<file path="config.mk">
export PLATFORM = sky130hd
export DESIGN_NAME = id_ex_reg_flat
export DESIGN_NICKNAME = d
export VERILOG_FILES = /design/src/rtl/id_ex_reg_if.sv /design/src/rtl/id_ex_reg.sv /design/src/flat_wrapper.sv
export SDC_FILE = /design/constraint.sdc
export NUM_CORES = 1
export LEC_CHECK = 0
export ABC_AREA = 0
export CAP_MARGIN = 20
export CORE_ASPECT_RATIO = 0.7
export CORE_UTILIZATION = 35
export DETAILED_ROUTE_END_ITERATION = 8
export GPL_TIMING_DRIVEN = 0
export HOLD_SLACK_MARGIN = 0.03
export PLACE_DENSITY = 0.7
export SYNTH_ARGS = -nofsm -noshare
export SYNTH_HDL_FRONTEND = slang
export SYNTH_SLANG_ARGS = --single-unit
</file>
<file path="constraint.sdc">
create_clock -name clk -period 3.45 [get_ports clk]
set_clock_uncertainty 0.15 [all_clocks]
set_input_delay 0.345 -clock clk [delete_from_list [all_inputs] [get_ports clk]]
set_output_delay 0.345 -clock clk [all_outputs]
set_load 0.05 [all_outputs]
</file>
<file path="src/rtl/id_ex_reg_if.sv">
// ID/EX boundary bundle: decoded operands and controls in, registered copy out.
// master = decode/hazard side, slave = the id_ex_reg pipeline register.
interface id_ex_reg_if;
  logic        id_valid;
  logic [31:0] id_pc;
  logic [31:0] id_rs1_data;
  logic [31:0] id_rs2_data;
  logic [31:0] id_imm;
  logic [4:0]  id_rs1;
  logic [4:0]  id_rs2;
  logic [4:0]  id_rd;
  logic        id_uses_rs1;
  logic        id_uses_rs2;
  logic [3:0]  id_alu_op;
  logic        id_alu_src;
  logic        id_mem_read;
  logic        id_mem_write;
  logic        id_reg_write;
  logic        id_mem_to_reg;
  logic        id_branch;
  logic        flush;
  logic        mem_stall;

  logic        id_ex_valid;
  logic [31:0] id_ex_pc;
  logic [31:0] id_ex_rs1_data;
  logic [31:0] id_ex_rs2_data;
  logic [31:0] id_ex_imm;
  logic [4:0]  id_ex_rs1;
  logic [4:0]  id_ex_rs2;
  logic [4:0]  id_ex_rd;
  logic        id_ex_uses_rs1;
  logic        id_ex_uses_rs2;
  logic [3:0]  id_ex_alu_op;
  logic        id_ex_alu_src;
  logic        id_ex_mem_read;
  logic        id_ex_mem_write;
  logic        id_ex_reg_write;
  logic        id_ex_mem_to_reg;
  logic        id_ex_branch;
  logic        load_use_stall;
  logic        pc_write_en;
  logic        if_id_write_en;
  logic [15:0] stall_count;

  modport master (
    output id_valid, id_pc, id_rs1_data, id_rs2_data, id_imm,
    output id_rs1, id_rs2, id_rd, id_uses_rs1, id_uses_rs2,
    output id_alu_op, id_alu_src, id_mem_read, id_mem_write,
    output id_reg_write, id_mem_to_reg, id_branch,
    output flush, mem_stall,
    input  id_ex_valid, id_ex_pc, id_ex_rs1_data, id_ex_rs2_data,
    input  id_ex_imm, id_ex_rs1, id_ex_rs2, id_ex_rd,
    input  id_ex_uses_rs1, id_ex_uses_rs2, id_ex_alu_op,
    input  id_ex_alu_src, id_ex_mem_read, id_ex_mem_write,
    input  id_ex_reg_write, id_ex_mem_to_reg, id_ex_branch,
    input  load_use_stall, pc_write_en, if_id_write_en, stall_count
  );

  modport slave (
    input  id_valid, id_pc, id_rs1_data, id_rs2_data, id_imm,
    input  id_rs1, id_rs2, id_rd, id_uses_rs1, id_uses_rs2,
    input  id_alu_op, id_alu_src, id_mem_read, id_mem_write,
    input  id_reg_write, id_mem_to_reg, id_branch,
    input  flush, mem_stall,
    output id_ex_valid, id_ex_pc, id_ex_rs1_data, id_ex_rs2_data,
    output id_ex_imm, id_ex_rs1, id_ex_rs2, id_ex_rd,
    output id_ex_uses_rs1, id_ex_uses_rs2, id_ex_alu_op,
    output id_ex_alu_src, id_ex_mem_read, id_ex_mem_write,
    output id_ex_reg_write, id_ex_mem_to_reg, id_ex_branch,
    output load_use_stall, pc_write_en, if_id_write_en, stall_count
  );
endinterface

</file>
<file path="src/rtl/id_ex_reg.sv">
// ID/EX pipeline register with load-use hazard detection and bubble counter.
// Ports: clk, rst (sync, active-high), bus (id_ex_reg_if.slave).
module id_ex_reg #(
  parameter logic [15:0] STALL_SAT = 16'hFFFF
) (
  input logic        clk,
  input logic        rst,
  id_ex_reg_if.slave bus
);

  typedef struct packed {
    logic        valid;
    logic [31:0] pc;
    logic [31:0] rs1_data;
    logic [31:0] rs2_data;
    logic [31:0] imm;
    logic [4:0]  rs1;
    logic [4:0]  rs2;
    logic [4:0]  rd;
    logic        uses_rs1;
    logic        uses_rs2;
    logic [3:0]  alu_op;
    logic        alu_src;
    logic        mem_read;
    logic        mem_write;
    logic        reg_write;
    logic        mem_to_reg;
    logic        branch;
  } ex_t;

  ex_t         r_ex;
  ex_t         w_cap;
  logic [15:0] r_stall_cnt;
  logic        w_load_use;
  logic        w_en;

  assign w_load_use = bus.id_valid & r_ex.valid & r_ex.mem_read
                    & (r_ex.rd != 5'd0)
                    & ((bus.id_uses_rs1 & (bus.id_rs1 == r_ex.rd))
                     | (bus.id_uses_rs2 & (bus.id_rs2 == r_ex.rd)));

  // A flush discards the dependent instruction, so it must not freeze fetch.
  assign w_en = !(bus.mem_stall | (w_load_use & !bus.flush));

  always_comb begin
    w_cap = '{
      valid:      bus.id_valid,
      pc:         bus.id_pc,
      rs1_data:   bus.id_rs1_data,
      rs2_data:   bus.id_rs2_data,
      imm:        bus.id_imm,
      rs1:        bus.id_rs1,
      rs2:        bus.id_rs2,
      rd:         bus.id_rd,
      uses_rs1:   bus.id_uses_rs1,
      uses_rs2:   bus.id_uses_rs2,
      alu_op:     bus.id_alu_op,
      alu_src:    bus.id_alu_src,
      mem_read:   bus.id_mem_read,
      mem_write:  bus.id_mem_write,
      reg_write:  bus.id_reg_write,
      mem_to_reg: bus.id_mem_to_reg,
      branch:     bus.id_branch
    };
    // Empty slots must never cause architectural side effects downstream.
    if (!bus.id_valid) begin
      w_cap.reg_write = 1'b0;
      w_cap.mem_read  = 1'b0;
      w_cap.mem_write = 1'b0;
      w_cap.branch    = 1'b0;
    end
  end

  always_ff @(posedge clk) begin
    if (rst) begin
      r_ex        <= '0;
      r_stall_cnt <= '0;
    end else if (bus.flush) begin
      r_ex <= '0;
    end else if (bus.mem_stall) begin
      r_ex <= r_ex;
    end else if (w_load_use) begin
      r_ex <= '0;
      if (r_stall_cnt < STALL_SAT)
        r_stall_cnt <= r_stall_cnt + 16'd1;
    end else begin
      r_ex <= w_cap;
    end
  end

  assign bus.id_ex_valid      = r_ex.valid;
  assign bus.id_ex_pc         = r_ex.pc;
  assign bus.id_ex_rs1_data   = r_ex.rs1_data;
  assign bus.id_ex_rs2_data   = r_ex.rs2_data;
  assign bus.id_ex_imm        = r_ex.imm;
  assign bus.id_ex_rs1        = r_ex.rs1;
  assign bus.id_ex_rs2        = r_ex.rs2;
  assign bus.id_ex_rd         = r_ex.rd;
  assign bus.id_ex_uses_rs1   = r_ex.uses_rs1;
  assign bus.id_ex_uses_rs2   = r_ex.uses_rs2;
  assign bus.id_ex_alu_op     = r_ex.alu_op;
  assign bus.id_ex_alu_src    = r_ex.alu_src;
  assign bus.id_ex_mem_read   = r_ex.mem_read;
  assign bus.id_ex_mem_write  = r_ex.mem_write;
  assign bus.id_ex_reg_write  = r_ex.reg_write;
  assign bus.id_ex_mem_to_reg = r_ex.mem_to_reg;
  assign bus.id_ex_branch     = r_ex.branch;
  assign bus.load_use_stall   = w_load_use;
  assign bus.pc_write_en      = w_en;
  assign bus.if_id_write_en   = w_en;
  assign bus.stall_count      = r_stall_cnt;

endmodule

</file>
<file path="src/flat_wrapper.sv">
// flat-port wrapper written by rule: the top's interface ports become plain ports
module id_ex_reg_flat 
#(
  parameter logic [15:0] STALL_SAT = 16'hFFFF
)
  (clk, rst, bus_id_valid, bus_id_pc, bus_id_rs1_data, bus_id_rs2_data, bus_id_imm, bus_id_rs1, bus_id_rs2, bus_id_rd, bus_id_uses_rs1, bus_id_uses_rs2, bus_id_alu_op, bus_id_alu_src, bus_id_mem_read, bus_id_mem_write, bus_id_reg_write, bus_id_mem_to_reg, bus_id_branch, bus_flush, bus_mem_stall, bus_id_ex_valid, bus_id_ex_pc, bus_id_ex_rs1_data, bus_id_ex_rs2_data, bus_id_ex_imm, bus_id_ex_rs1, bus_id_ex_rs2, bus_id_ex_rd, bus_id_ex_uses_rs1, bus_id_ex_uses_rs2, bus_id_ex_alu_op, bus_id_ex_alu_src, bus_id_ex_mem_read, bus_id_ex_mem_write, bus_id_ex_reg_write, bus_id_ex_mem_to_reg, bus_id_ex_branch, bus_load_use_stall, bus_pc_write_en, bus_if_id_write_en, bus_stall_count);
  id_ex_reg_if bus_i ();
  input logic clk;
  input logic rst;
  input wire logic [$bits(bus_i.id_valid)-1:0] bus_id_valid;
  input wire logic [$bits(bus_i.id_pc)-1:0] bus_id_pc;
  input wire logic [$bits(bus_i.id_rs1_data)-1:0] bus_id_rs1_data;
  input wire logic [$bits(bus_i.id_rs2_data)-1:0] bus_id_rs2_data;
  input wire logic [$bits(bus_i.id_imm)-1:0] bus_id_imm;
  input wire logic [$bits(bus_i.id_rs1)-1:0] bus_id_rs1;
  input wire logic [$bits(bus_i.id_rs2)-1:0] bus_id_rs2;
  input wire logic [$bits(bus_i.id_rd)-1:0] bus_id_rd;
  input wire logic [$bits(bus_i.id_uses_rs1)-1:0] bus_id_uses_rs1;
  input wire logic [$bits(bus_i.id_uses_rs2)-1:0] bus_id_uses_rs2;
  input wire logic [$bits(bus_i.id_alu_op)-1:0] bus_id_alu_op;
  input wire logic [$bits(bus_i.id_alu_src)-1:0] bus_id_alu_src;
  input wire logic [$bits(bus_i.id_mem_read)-1:0] bus_id_mem_read;
  input wire logic [$bits(bus_i.id_mem_write)-1:0] bus_id_mem_write;
  input wire logic [$bits(bus_i.id_reg_write)-1:0] bus_id_reg_write;
  input wire logic [$bits(bus_i.id_mem_to_reg)-1:0] bus_id_mem_to_reg;
  input wire logic [$bits(bus_i.id_branch)-1:0] bus_id_branch;
  input wire logic [$bits(bus_i.flush)-1:0] bus_flush;
  input wire logic [$bits(bus_i.mem_stall)-1:0] bus_mem_stall;
  output wire logic [$bits(bus_i.id_ex_valid)-1:0] bus_id_ex_valid;
  output wire logic [$bits(bus_i.id_ex_pc)-1:0] bus_id_ex_pc;
  output wire logic [$bits(bus_i.id_ex_rs1_data)-1:0] bus_id_ex_rs1_data;
  output wire logic [$bits(bus_i.id_ex_rs2_data)-1:0] bus_id_ex_rs2_data;
  output wire logic [$bits(bus_i.id_ex_imm)-1:0] bus_id_ex_imm;
  output wire logic [$bits(bus_i.id_ex_rs1)-1:0] bus_id_ex_rs1;
  output wire logic [$bits(bus_i.id_ex_rs2)-1:0] bus_id_ex_rs2;
  output wire logic [$bits(bus_i.id_ex_rd)-1:0] bus_id_ex_rd;
  output wire logic [$bits(bus_i.id_ex_uses_rs1)-1:0] bus_id_ex_uses_rs1;
  output wire logic [$bits(bus_i.id_ex_uses_rs2)-1:0] bus_id_ex_uses_rs2;
  output wire logic [$bits(bus_i.id_ex_alu_op)-1:0] bus_id_ex_alu_op;
  output wire logic [$bits(bus_i.id_ex_alu_src)-1:0] bus_id_ex_alu_src;
  output wire logic [$bits(bus_i.id_ex_mem_read)-1:0] bus_id_ex_mem_read;
  output wire logic [$bits(bus_i.id_ex_mem_write)-1:0] bus_id_ex_mem_write;
  output wire logic [$bits(bus_i.id_ex_reg_write)-1:0] bus_id_ex_reg_write;
  output wire logic [$bits(bus_i.id_ex_mem_to_reg)-1:0] bus_id_ex_mem_to_reg;
  output wire logic [$bits(bus_i.id_ex_branch)-1:0] bus_id_ex_branch;
  output wire logic [$bits(bus_i.load_use_stall)-1:0] bus_load_use_stall;
  output wire logic [$bits(bus_i.pc_write_en)-1:0] bus_pc_write_en;
  output wire logic [$bits(bus_i.if_id_write_en)-1:0] bus_if_id_write_en;
  output wire logic [$bits(bus_i.stall_count)-1:0] bus_stall_count;
  assign bus_i.id_valid = bus_id_valid;
  assign bus_i.id_pc = bus_id_pc;
  assign bus_i.id_rs1_data = bus_id_rs1_data;
  assign bus_i.id_rs2_data = bus_id_rs2_data;
  assign bus_i.id_imm = bus_id_imm;
  assign bus_i.id_rs1 = bus_id_rs1;
  assign bus_i.id_rs2 = bus_id_rs2;
  assign bus_i.id_rd = bus_id_rd;
  assign bus_i.id_uses_rs1 = bus_id_uses_rs1;
  assign bus_i.id_uses_rs2 = bus_id_uses_rs2;
  assign bus_i.id_alu_op = bus_id_alu_op;
  assign bus_i.id_alu_src = bus_id_alu_src;
  assign bus_i.id_mem_read = bus_id_mem_read;
  assign bus_i.id_mem_write = bus_id_mem_write;
  assign bus_i.id_reg_write = bus_id_reg_write;
  assign bus_i.id_mem_to_reg = bus_id_mem_to_reg;
  assign bus_i.id_branch = bus_id_branch;
  assign bus_i.flush = bus_flush;
  assign bus_i.mem_stall = bus_mem_stall;
  assign bus_id_ex_valid = bus_i.id_ex_valid;
  assign bus_id_ex_pc = bus_i.id_ex_pc;
  assign bus_id_ex_rs1_data = bus_i.id_ex_rs1_data;
  assign bus_id_ex_rs2_data = bus_i.id_ex_rs2_data;
  assign bus_id_ex_imm = bus_i.id_ex_imm;
  assign bus_id_ex_rs1 = bus_i.id_ex_rs1;
  assign bus_id_ex_rs2 = bus_i.id_ex_rs2;
  assign bus_id_ex_rd = bus_i.id_ex_rd;
  assign bus_id_ex_uses_rs1 = bus_i.id_ex_uses_rs1;
  assign bus_id_ex_uses_rs2 = bus_i.id_ex_uses_rs2;
  assign bus_id_ex_alu_op = bus_i.id_ex_alu_op;
  assign bus_id_ex_alu_src = bus_i.id_ex_alu_src;
  assign bus_id_ex_mem_read = bus_i.id_ex_mem_read;
  assign bus_id_ex_mem_write = bus_i.id_ex_mem_write;
  assign bus_id_ex_reg_write = bus_i.id_ex_reg_write;
  assign bus_id_ex_mem_to_reg = bus_i.id_ex_mem_to_reg;
  assign bus_id_ex_branch = bus_i.id_ex_branch;
  assign bus_load_use_stall = bus_i.load_use_stall;
  assign bus_pc_write_en = bus_i.pc_write_en;
  assign bus_if_id_write_en = bus_i.if_id_write_en;
  assign bus_stall_count = bus_i.stall_count;
  id_ex_reg #(.STALL_SAT(STALL_SAT)) u_core (.clk(clk), .rst(rst), .bus(bus_i));
endmodule
</file>
After elaboration in Yosys (flattened, before gate mapping):

Cells that the tools add are included.

* add/subtract/negate cells: 1
* magnitude comparators: 1
* equal/unequal tests: 2
* muxes and demuxes: 3
* bitwise gates (word level): 11
* reductions and logical operators: 5

Operators with widths (count)
* $mux 156: 1
* $add 16x1->16 const B: 1
* $lt 16x16->1 const B: 1
* $eq 5x5->1: 2
* $and 1x1->1: 7
* $reduce_bool 5->1: 1
* $reduce_and 4->1: 1
* $mux 3: 1
* $logic_not 1->1: 2
* $not 1->1: 2
* $or 1x1->1: 2
* $reduce_or 2->1: 1
* $mux 1: 1

* register bits after elaboration: 172
* output and inout bits: 175

Logic depth before layout (Yosys ltp):

* word-level depth: 7
* depth in mapped cells: 9
* gate-level depth less buffers: 7

Least setup slack after synthesis:

No wires, ideal clock.

* path type: register to output
* start point: register u_core.r_ex (netlist bit u_core.bus.id_ex_rd[1])
* end point: output bus_pc_write_en
* data arrival time: 2.767 ns
* required time: 2.955 ns
* slack: 0.188 ns
* cell stages (with the launch flop): 9
* cells stage by stage: dfxtp_1 or4_1 o2111ai_2 nand2b_1 buf_4 buf_2 nor2_1 nor2_1 buf_4

* word-level cells in the longest chain between the ends: 7
* elaborated cells on any way between the ends: 11

RTL lines
* start, declared: line id_ex_reg.sv:31 `ex_t r_ex;`
* start signal, assigned: line id_ex_reg.sv:81 `r_ex <= r_ex;`
* start signal, assigned: line id_ex_reg.sv:87 `r_ex <= w_cap;`
* $eq 5x5->1, on equally long branches: line id_ex_reg.sv:39, id_ex_reg.sv:40
* $and 1x1->1, on equally long branches: line id_ex_reg.sv:39, id_ex_reg.sv:40
* $or 1x1->1: line id_ex_reg.sv:40 `| (bus.id_uses_rs2 & (bus.id_rs2 == r_ex.rd)));`
* $and 1x1->1 *: line id_ex_reg.sv:39 `& ((bus.id_uses_rs1 & (bus.id_rs1 == r_ex.rd))`
* $and 1x1->1 *: line id_ex_reg.sv:43 `assign w_en = !(bus.mem_stall | (w_load_use & !bus.flush));`
* $or 1x1->1 *: line id_ex_reg.sv:43
* $logic_not 1->1 *: line id_ex_reg.sv:43
* end, declared: line flat_wrapper.sv:47 `output wire logic [$bits(bus_i.pc_write_en)-1:0] bus_pc_write_en;`

Mark *: on every way between the ends. The rest lies on a longest branch, timed or not.

Worst setup path after layout:

* start point: register u_core.r_ex (netlist bit u_core.bus.id_ex_rd[2])
* end point: output bus_if_id_write_en

* word-level cells in the longest chain between the ends: 7
* elaborated cells on any way between the ends: 11

RTL lines
* $eq 5x5->1, on equally long branches: line id_ex_reg.sv:39, id_ex_reg.sv:40
* $and 1x1->1, on equally long branches: line id_ex_reg.sv:39, id_ex_reg.sv:40
* $or 1x1->1: line id_ex_reg.sv:40
* $and 1x1->1 *: line id_ex_reg.sv:39
* $and 1x1->1 *: line id_ex_reg.sv:43
* $or 1x1->1 *: line id_ex_reg.sv:43
* $logic_not 1->1 *: line id_ex_reg.sv:43
* end, declared: line flat_wrapper.sv:48 `output wire logic [$bits(bus_i.if_id_write_en)-1:0] bus_if_id_write_en;`

Marks and branches as above.

==> results by group <==
GRT
  – Vias in the first global route: 6682
  – First-pass GRT wire length: 36.9 mm
  – Global route overflow: 0
  – Tot GR Track Use: 23.1%
  – Initial antenna violation count: 1
  – Largest net degree at the start of global routing: 17

Pwr
  – Worst VDD drop: 205 uV
  – Lkg Pwr: 0.00382 uW
  – Pwr/cell area: 422 nW/um^2

Drt
  – Via density: 4.94
  – Metal-1 WL: 10.7 mm
  – DR DRC count: 0
  – Vias: 7096
  – Top Layer Used: met5
  – First drt pass iteration count: 5
  – Met3 wire length: 2.10 mm
  – DRT iter0 DRCs: 382
  – Met2 wire length: 10.9 mm
  – Post-Route WL: 24.1 mm
  – Final ANT Viol Nets: 0
  – WL/cell: 16.8 um

Worst hold path
  – HP Start: rst
  – Worst hold path type: primary input to register

Clock tree
  – TritonCTS clock tree: yes
  – CTS Sinks: 172
  – Resized cells post-CTS: 2
  – Hold-fix buffers at CTS: 0
  – Root Driver: clkbuf_16
  – Number of buffers on the longest clock path: 2
  – CTS buffer count: 17
  – Register clock-pin slew on the reported worst setup and hold paths: 0.07 ns
  – Clock latency on the worst-skew pair: 0.42 ns
  – H-tree depth: 4
  – Setup bufs post-CTS: 0

Placed design
  – Dpl hpwl: 18.0 mm
  – Routability cong.: 0.821
  – Buffers on Ports: 333
  – Placed cell areas: 10700 sq um

Worst setup path
  – R2R setup slack: 1.08 ns
  – WP data arrival: 2.82 ns
  – Worst path most repeated cell: nor2_1
  – Worst Setup SP: u_core.bus.id_ex_rd[2]
  – CP max stage delay: 0.58 ns
  – WP data required: 2.95 ns
  – CP Class: register to primary output
  – Slowest stage cell, crit path: or4_1
  – Ordered list of cells on the worst path: or4_1 > o2111ai_2 > nand2b_1 > buf_4 > buf_2 > nor2_1 > nor2_1 > clkdlybuf4s15_1
  – Startpoint Class: register
  – CP Capture Type: primary output
  – Reg-to-reg startpoint: u_core.bus.id_ex_rd[4]
  – Crit Path Max Fanout: 10

Timing
  – Slew HR: 57.4%
  – Worst Tran Pin Value: 0.639 ns
  – Final setup fails: 0
  – Final setup TNS: 0 ns
  – Fmax: 0.302 GHz
  – Period utilization: 96.0%
  – Final hold violation count: 0
  – RSZ-0062 raised after global routing: no
  – Crit path time final: 3.31 ns
  – Hold_ws: 0.215 ns
  – Final number of max-transition violations: 0

Synth
  – Post-synth top area share: 49.2%
  – Sequential share of the synthesized area: 49.2%
  – Count of state elements after synthesis: 172
  – Cell variety after synth: 38
  – Yosys warning count: 0
  – Area contributors post-synth: dfxtp_1, nand3b_1, a21oi_1
  – Yosys top cell by area: dfxtp_1
  – Mapped Avg Cell Area: 8.65 sq um
  – Synthesized instance count: 809
  – Synthesized cell area: 6990 sq um
  – Mapped Nets: 970

Final layout
  – Layout cells sized above 1: 4.86%
  – Fin area: 11200 sq um
  – Inserted Diodes: 0
  – Nets: 1322
  – Total area of sequential cells: 3440 sq um
  – Area grow syn2layout: 60.6%
  – Filler cells: 1785
  – Area occupied by multi-input gates: 3130 sq um

Die
  – Core area: 19200 sq um
  – Die X: 171 um
  – Top Ports: 335
  – Die area: 20600 sq um
  – # rows: 42
  – Initial core utilization: 36.4%
  – Die Y: 120 um

Run status
  – Status: finished clean

Flow run
  – Max-cap violations: 0
cell type report:
type / instances / area share [%]
Tap cell: 264 / 2.94
Inverter: 2 / 0.0668
Timing Repair Buffer: 333 / 29.7
Multi-Input combinational cell: 559 / 27.9
Sequential cell: 172 / 30.7
Clock inverter: 12 / 1.20
Buffer: 76 / 3.68
Clock buffer: 19 / 3.94
cell families after synthesis:
| logic type | synth area share, % |
|---|---|
| compound gates | 13.6 |
| buf+inv | 6.01 |
| flops | 49.2 |
| mux | 0.143 |
| xor+xnor | 1.63 |
| simple gates | 29.2 |
| fa+ha+maj | 0.179 |
worst paths after layout:
check / endpoint / cells after the start
worst min register to register: u_core.bus.id_ex_pc[2] / 2
worst max-delay path: bus_if_id_write_en / 8
worst max register to register: u_core.bus.stall_count[12] / 8
worst min-delay path: u_core.bus.stall_count[5] / 2
per-layer routing:
metal	global-route usage (%)	vias up
li1	-	3498
met1	30.3	3317
met2	35.9	249
met3	7.76	30
met4	6.36	2
met5	0	-
critical path: cells and delay by family (launching register included):
kind                   cells  cell delay, ns
buffers and inverters      3            0.89
DFF                        1            0.38
and+or+nand+nor            4            0.91
AOI/OAI and AO/OA          1            0.23
synthesized netlist by cell type, drive strengths merged:
| cell | count |
|---|---|
| xor2 | 3 |
| or4 | 8 |
| mux2i | 1 |
| nand3b | 151 |
| nor2 | 13 |
| xnor2 | 10 |
| nor3 | 2 |
| nand4 | 7 |
| o31ai | 5 |
| nor2b | 3 |
| o2111ai | 1 |
| a32oi | 4 |
| ha | 1 |
| nand2b | 1 |
| or3 | 3 |
| o21ai | 5 |
| inv | 2 |
| nand3 | 7 |
| o22ai | 1 |
| nand2 | 162 |
| a22oi | 1 |
| or3b | 1 |
| o21a | 1 |
| or2 | 2 |
| and3 | 1 |
| o21ba | 1 |
| o41ai | 1 |
| nor4 | 2 |
| dfxtp | 172 |
| and4 | 1 |
| a21oi | 160 |
| buf | 21 |
| clkbuf | 55 |
through the flow:
step | std cells | util [%] | setup WS, ns | power, uW
2_1_floorplan | 809 | - | 0.188 | 2500
3_3_place_gp | 1406 | 55.4 | 0.0182 | 2860
3_5_place_dp | 1406 | 55.4 | 0.0352 | 2870
4_1_cts | 1437 | 58.4 | 0.0357 | 4780
5_1_grt | 1437 | 58.4 | 0.0179 | 4910
6_report | 1437 | 58.4 | 0.138 | 4740
cell usage in the layout, fill, tap and decap left out, drive strengths merged, types with 8 or more instances in the layout:
cell | Yosys | final
clkdlybuf4s50 | 0 | 330
dfxtp | 172 | 172
nand2 | 162 | 162
a21oi | 160 | 160
nand3b | 151 | 151
clkbuf | 55 | 75
buf | 21 | 21
nor2 | 13 | 13
xnor2 | 10 | 10
or4 | 8 | 8
where the power goes:
part | switching, uW | internal, uW
Sequential | 31.3 | 2040
Clock | 827 | 1090
Combinational | 409 | 342
Total | 1270 | 3470
No activity file was read; power rests on OpenSTA's default activity.
==> RTL edit 1 (same flow settings) <==
Reset style: asynchronous (`rst`), changed in one clocked block.
--- a/src/rtl/id_ex_reg.sv
+++ b/src/rtl/id_ex_reg.sv
@@ -71,7 +71,7 @@
     end
   end
 
-  always_ff @(posedge clk) begin
+  always_ff @(posedge clk or posedge rst) begin
     if (rst) begin
       r_ex        <= '0;
       r_stall_cnt <= '0;
Function: differs if rst is asserted again (counterexample within 4 cycles, from zero or initial values and one cycle with rst high); with rst held inactive, the same outputs for 4 cycles.
==> RTL edit 1 against the original RTL <==
Sequential cell count stayed put; hold slack better by 0.14 ns; setup slack better by 0.057 ns; die area is 7.7% lower; cell area is 4.4% lower; synthesized area is 7.8% lower; wire length is 13% lower; power is 5.7% higher.
==> RTL edit 1: results (changes against the original RTL) <==
| Metric | Value |
|---|---|
| Status | completed (unchanged) |
| Final #Nets | 967 (was 1322) |
| Vias | 5449 (was 7096) |
| Antenna violations before repair | 0 (was 1) |
| DRT met1 WL | 8680 um (was 10700 um) |
| WL/cell | 19.8 um (was 16.8 um) |
| CP delay by family, top | buffers and inverters (was simple AND/OR/NAND/NOR gates) |
| Filler instances | 1437 (was 1785) |
| Top layer reached by signal wires | met4 (was met5) |
| Fraction of the mapped netlist area in adder cells | 0.194% (was 0.179%) |
| Setup WS pre-CTS | 0.134 ns (was 0.0352 ns) |
| Synth cell types | 33 (was 38) |
| Largest net degree at the start of global routing | 46 (was 17) |
| Worst slew pin tran | 0.685 ns (was 0.639 ns) |
| Met2 wire len | 9940 um (was 10900 um) |
| Synth Net Count | 609 (was 970) |
| Async SR Flop Fraction | 100% (was 0%) |
| CP peak stage delay | 0.85 ns (was 0.58 ns) |
| Hold Path Class | reg2reg (was in2reg) |
| Worst-path fanout max | 8 (was 10) |
| VDD IR-drop max | 321 uV (was 205 uV) |
| Leakage power | 4.73 nW (was 3.82 nW) |
| Tot GR Track Use | 22.0% (was 23.1%) |
| Share of cells above drive strength 1 | 7.45% (was 4.86%) |
| Commonest cells post-synth | dfrtp_1, a22o_1, xnor2_1 (was dfxtp_1, nand2_1, a21oi_1) |
| Met3 WL post-DR | 1850 um (was 2100 um) |
| Dominant cells by area after synthesis | dfrtp_1, a22o_1, xnor2_1 (was dfxtp_1, nand3b_1, a21oi_1) |
| WP data arrival | 2.76 ns (was 2.82 ns) |
| RePlAce Congestion | 0.881 (was 0.821) |
| Slowest CP cell | clkdlybuf4s50_1 (was or4_1) |
| Port Buffers | 334 (was 333) |
| Global-route wire length before repair | 31700 um (was 36900 um) |
| DRT iter0 DRCs | 457 (was 382) |
| Seq/Total Area, Yosys | 66.7% (was 49.2%) |
## RTL edit 1: cell types whose count changed after synthesis, moves of 11 or more
cell      delta
dfrtp_1    +172
a21oi_1    -159
buf_2       +12
clkbuf_1    -38
nand2_1    -156
nand3b_1   -151
a22o_1     +152
xnor2_1     +12
buf_6       -11
dfxtp_1    -172
## RTL edit 1: worst paths after layout
| kind | start | endpoint | slack, ns | depth (start not counted) |
|---|---|---|---|---|
| hold / removal | u_core.bus.id_ex_pc[20] | u_core.bus.id_ex_pc[20] | 0.35 | 1 |
| setup / recovery | u_core.bus.id_ex_rd[0] | bus_load_use_stall | 0.20 | 5 |
| setup reg to reg | u_core.bus.stall_count[1] | u_core.bus.stall_count[1] | 1.17 | 7 |
| hold reg to reg | u_core.bus.id_ex_pc[20] | u_core.bus.id_ex_pc[20] | 0.35 | 1 |
| max in group asynchronous | rst | u_core.bus.stall_count[6] | 1.57 | 6 |
| min in group asynchronous | rst | u_core.bus.id_ex_rs2_data[23] | 0.56 | 3 |
## RTL edit 1: what timing repair did
item,CTS,global route
setup endpoints to repair,0,1
resized for setup,0,2
endpoints found under the hold margin,2,0
hold buffers,1,0
## RTL edit 1: where the power goes
group	internal, mW	switching [mW]
combinational	0.433	0.604
clock	0.945	0.842
sequential	2.12	0.0664
## RTL edit 1: cell families after synthesis
group | after synthesis
compound gates | 164
xor+xnor | 23
fa+ha+maj | 1
buf+inv | 39
flops | 172
mux | 2
simple gates | 47
## RTL edit 1: cell type report
cell class / instances / share of cell area, %
Buffer: 37 / 1.78
Sequential cell: 172 / 40.1
Clock buffer: 20 / 4.07
Multi-Input combinational cell: 237 / 18.2
Tap cell: 236 / 2.75
Inverter: 2 / 0.105
Timing Repair Buffer: 339 / 32.0
Clock inverter: 12 / 0.991
## RTL edit 1: routing by layer
layer / global-route usage (%) / vias up
met5: 0 / -
met2: 34.9 / 260
met3: 6.91 / 31
li1: - / 2440
met1: 28.5 / 2718
met4: 7.65 / 0
## RTL edit 1: through the flow
| stage | hold WS, ns | cells | power [mW] | TNS, ns | area [um^2] |
|---|---|---|---|---|---|
| 6_report | 0.355 | 1055 | 5.01 | 0 | 10700 |
| 3_3_place_gp | 0.333 | 1018 | 3.23 | -84.73 | 10100 |
| 3_5_place_dp | 0.337 | 1022 | 3.26 | 0 | 10200 |
| 4_1_cts | 0.348 | 1055 | 5.06 | 0 | 10700 |
| 5_1_grt | 0.355 | 1055 | 5.19 | 0 | 10700 |
| 2_1_floorplan | 0.328 | 448 | 2.77 | 0 | 6450 |
==> RTL edit 2 (config.mk and constraints unchanged) <==
Without the edit above. `STALL_SAT` is set to 16'hFFFF in 2 places; all go to 16'h7FFF.
--- a/src/rtl/id_ex_reg.sv
+++ b/src/rtl/id_ex_reg.sv
@@ -1,7 +1,7 @@
 // ID/EX pipeline register with load-use hazard detection and bubble counter.
 // Ports: clk, rst (sync, active-high), bus (id_ex_reg_if.slave).
 module id_ex_reg #(
-  parameter logic [15:0] STALL_SAT = 16'hFFFF
+  parameter logic [15:0] STALL_SAT = 16'h7FFF
 ) (
   input logic        clk,
   input logic        rst,
--- a/src/flat_wrapper.sv
+++ b/src/flat_wrapper.sv
@@ -1,7 +1,7 @@
 // flat-port wrapper written by rule: the top's interface ports become plain ports
 module id_ex_reg_flat 
 #(
-  parameter logic [15:0] STALL_SAT = 16'hFFFF
+  parameter logic [15:0] STALL_SAT = 16'h7FFF
 )
   (clk, rst, bus_id_valid, bus_id_pc, bus_id_rs1_data, bus_id_rs2_data, bus_id_imm, bus_id_rs1, bus_id_rs2, bus_id_rd, bus_id_uses_rs1, bus_id_uses_rs2, bus_id_alu_op, bus_id_alu_src, bus_id_mem_read, bus_id_mem_write, bus_id_reg_write, bus_id_mem_to_reg, bus_id_branch, bus_flush, bus_mem_stall, bus_id_ex_valid, bus_id_ex_pc, bus_id_ex_rs1_data, bus_id_ex_rs2_data, bus_id_ex_imm, bus_id_ex_rs1, bus_id_ex_rs2, bus_id_ex_rd, bus_id_ex_uses_rs1, bus_id_ex_uses_rs2, bus_id_ex_alu_op, bus_id_ex_alu_src, bus_id_ex_mem_read, bus_id_ex_mem_write, bus_id_ex_reg_write, bus_id_ex_mem_to_reg, bus_id_ex_branch, bus_load_use_stall, bus_pc_write_en, bus_if_id_write_en, bus_stall_count);
   id_ex_reg_if bus_i ();
Behaviour: same outputs for any inputs over 4 cycles, from zero or initial values and one cycle with rst high; that may be too few to reach the edited logic, so the function may still have changed.
==> RTL edit 2 against the original RTL <==
Synthesized area decreased by 18%; non-clock buffer count decreased by 34; cell area is 11% lower; setup slack improved by 0.051 ns; utilization rose by 5.2 points; power grew 1.6%; largest cell class unchanged; sequential cell count unchanged; wire length decreased by 15%; clock power grew 7%.
==> RTL edit 2: results (changes against the original RTL) <==
| Metric | Value |
|---|---|
| Reg2Reg Setup Slack | 1.05 ns (was 1.08 ns) |
| Dpl cells | 1025 (was 1406) |
| Met2 Use GR | 41.3% (was 35.9%) |
| P_clk | 2.05 mW (was 1.92 mW) |
| Grt met1 use | 27.6% (was 30.3%) |
| R2r startpoint | u_core.bus.id_ex_rd[3] (was u_core.bus.id_ex_rd[4]) |
| Filler instances | 1255 (was 1785) |
| Leakage power | 3.80 nW (was 3.82 nW) |
| Worst r2r dst | u_core.bus.id_ex_rs1[4] (was u_core.bus.stall_count[12]) |
| Fin crit share | 94.5% (was 96.0%) |
| Commonest cells post-synth | dfxtp_1, a22o_1, clkbuf_1 (was dfxtp_1, nand2_1, a21oi_1) |
| Hold WS | 0.323 ns (was 0.215 ns) |
| VDD IR-drop max | 287 uV (was 205 uV) |
| Hold path start | u_core.bus.id_ex_imm[15] (was rst) |
| DR vias/cell | 5.10 (was 4.94) |
| Antenna violations before repair | 0 (was 1) |
| Met3 WL post-DR | 1560 um (was 2100 um) |
| Crit path capture | bus_pc_write_en (was bus_if_id_write_en) |
| Final #Nets | 987 (was 1322) |
| Worst slew pin tran | 0.733 ns (was 0.639 ns) |
| DRT met1 WL | 8390 um (was 10700 um) |
| Synth cell types | 43 (was 38) |
| Hold Path End | u_core.bus.id_ex_imm[15] (was u_core.bus.stall_count[5]) |
| Dominant cells by area after synthesis | dfxtp_1, a22o_1, clkbuf_1 (was dfxtp_1, nand3b_1, a21oi_1) |
| Hold Path Class | reg2reg (was in2reg) |
| Share of cells above drive strength 1 | 9.07% (was 4.86%) |
| CTS resizes | 9 (was 2) |
| DP HPWL | 15200 um (was 18000 um) |
| Setup crit start | bus_id_rs2[0] (was u_core.bus.id_ex_rd[2]) |
| DRT iter0 DRCs | 340 (was 382) |
| Seq/Total Area, Yosys | 59.8% (was 49.2%) |
| Port Buffers | 334 (was 333) |
| Status | completed (unchanged) |
| WL/cell | 19.3 um (was 16.8 um) |
| Met2 wire len | 10200 um (was 10900 um) |
[RTL edit 2: cells by family after synthesis]
| family | Yosys count | synth area share (%) |
|---|---|---|
| compound gates | 182 | 27.1 |
| flops | 172 | 59.8 |
| simple gates | 57 | 6.24 |
| buf+inv | 43 | 3.91 |
| xor+xnor | 10 | 1.52 |
| mux | 6 | 1.15 |
| fa+ha+maj | 1 | 0.217 |
[RTL edit 2: area by class of cell]
class	instances	area (um^2)	share of cell area, %
clock buffer	18	439	4.38
sequential	172	3440	34.3
timing repair buffer	336	3360	33.5
multi-input combinational	256	2100	20.9
clock inverter	13	189	1.88
tap	220	275	2.74
buffer	39	210	2.09
inverter	4	15.0	0.150
[RTL edit 2: worst max-delay path: stages]
cell	delay [ns]
clkdlybuf4s50_1	0.53
xor2_2	0.30
nor4_2	0.09
a32oi_2	0.33
buf_6	0.20
buf_2	0.24
nor2_2	0.08
a21oi_2	0.17
buf_4	0.12
clkdlybuf4s15_2	0.36
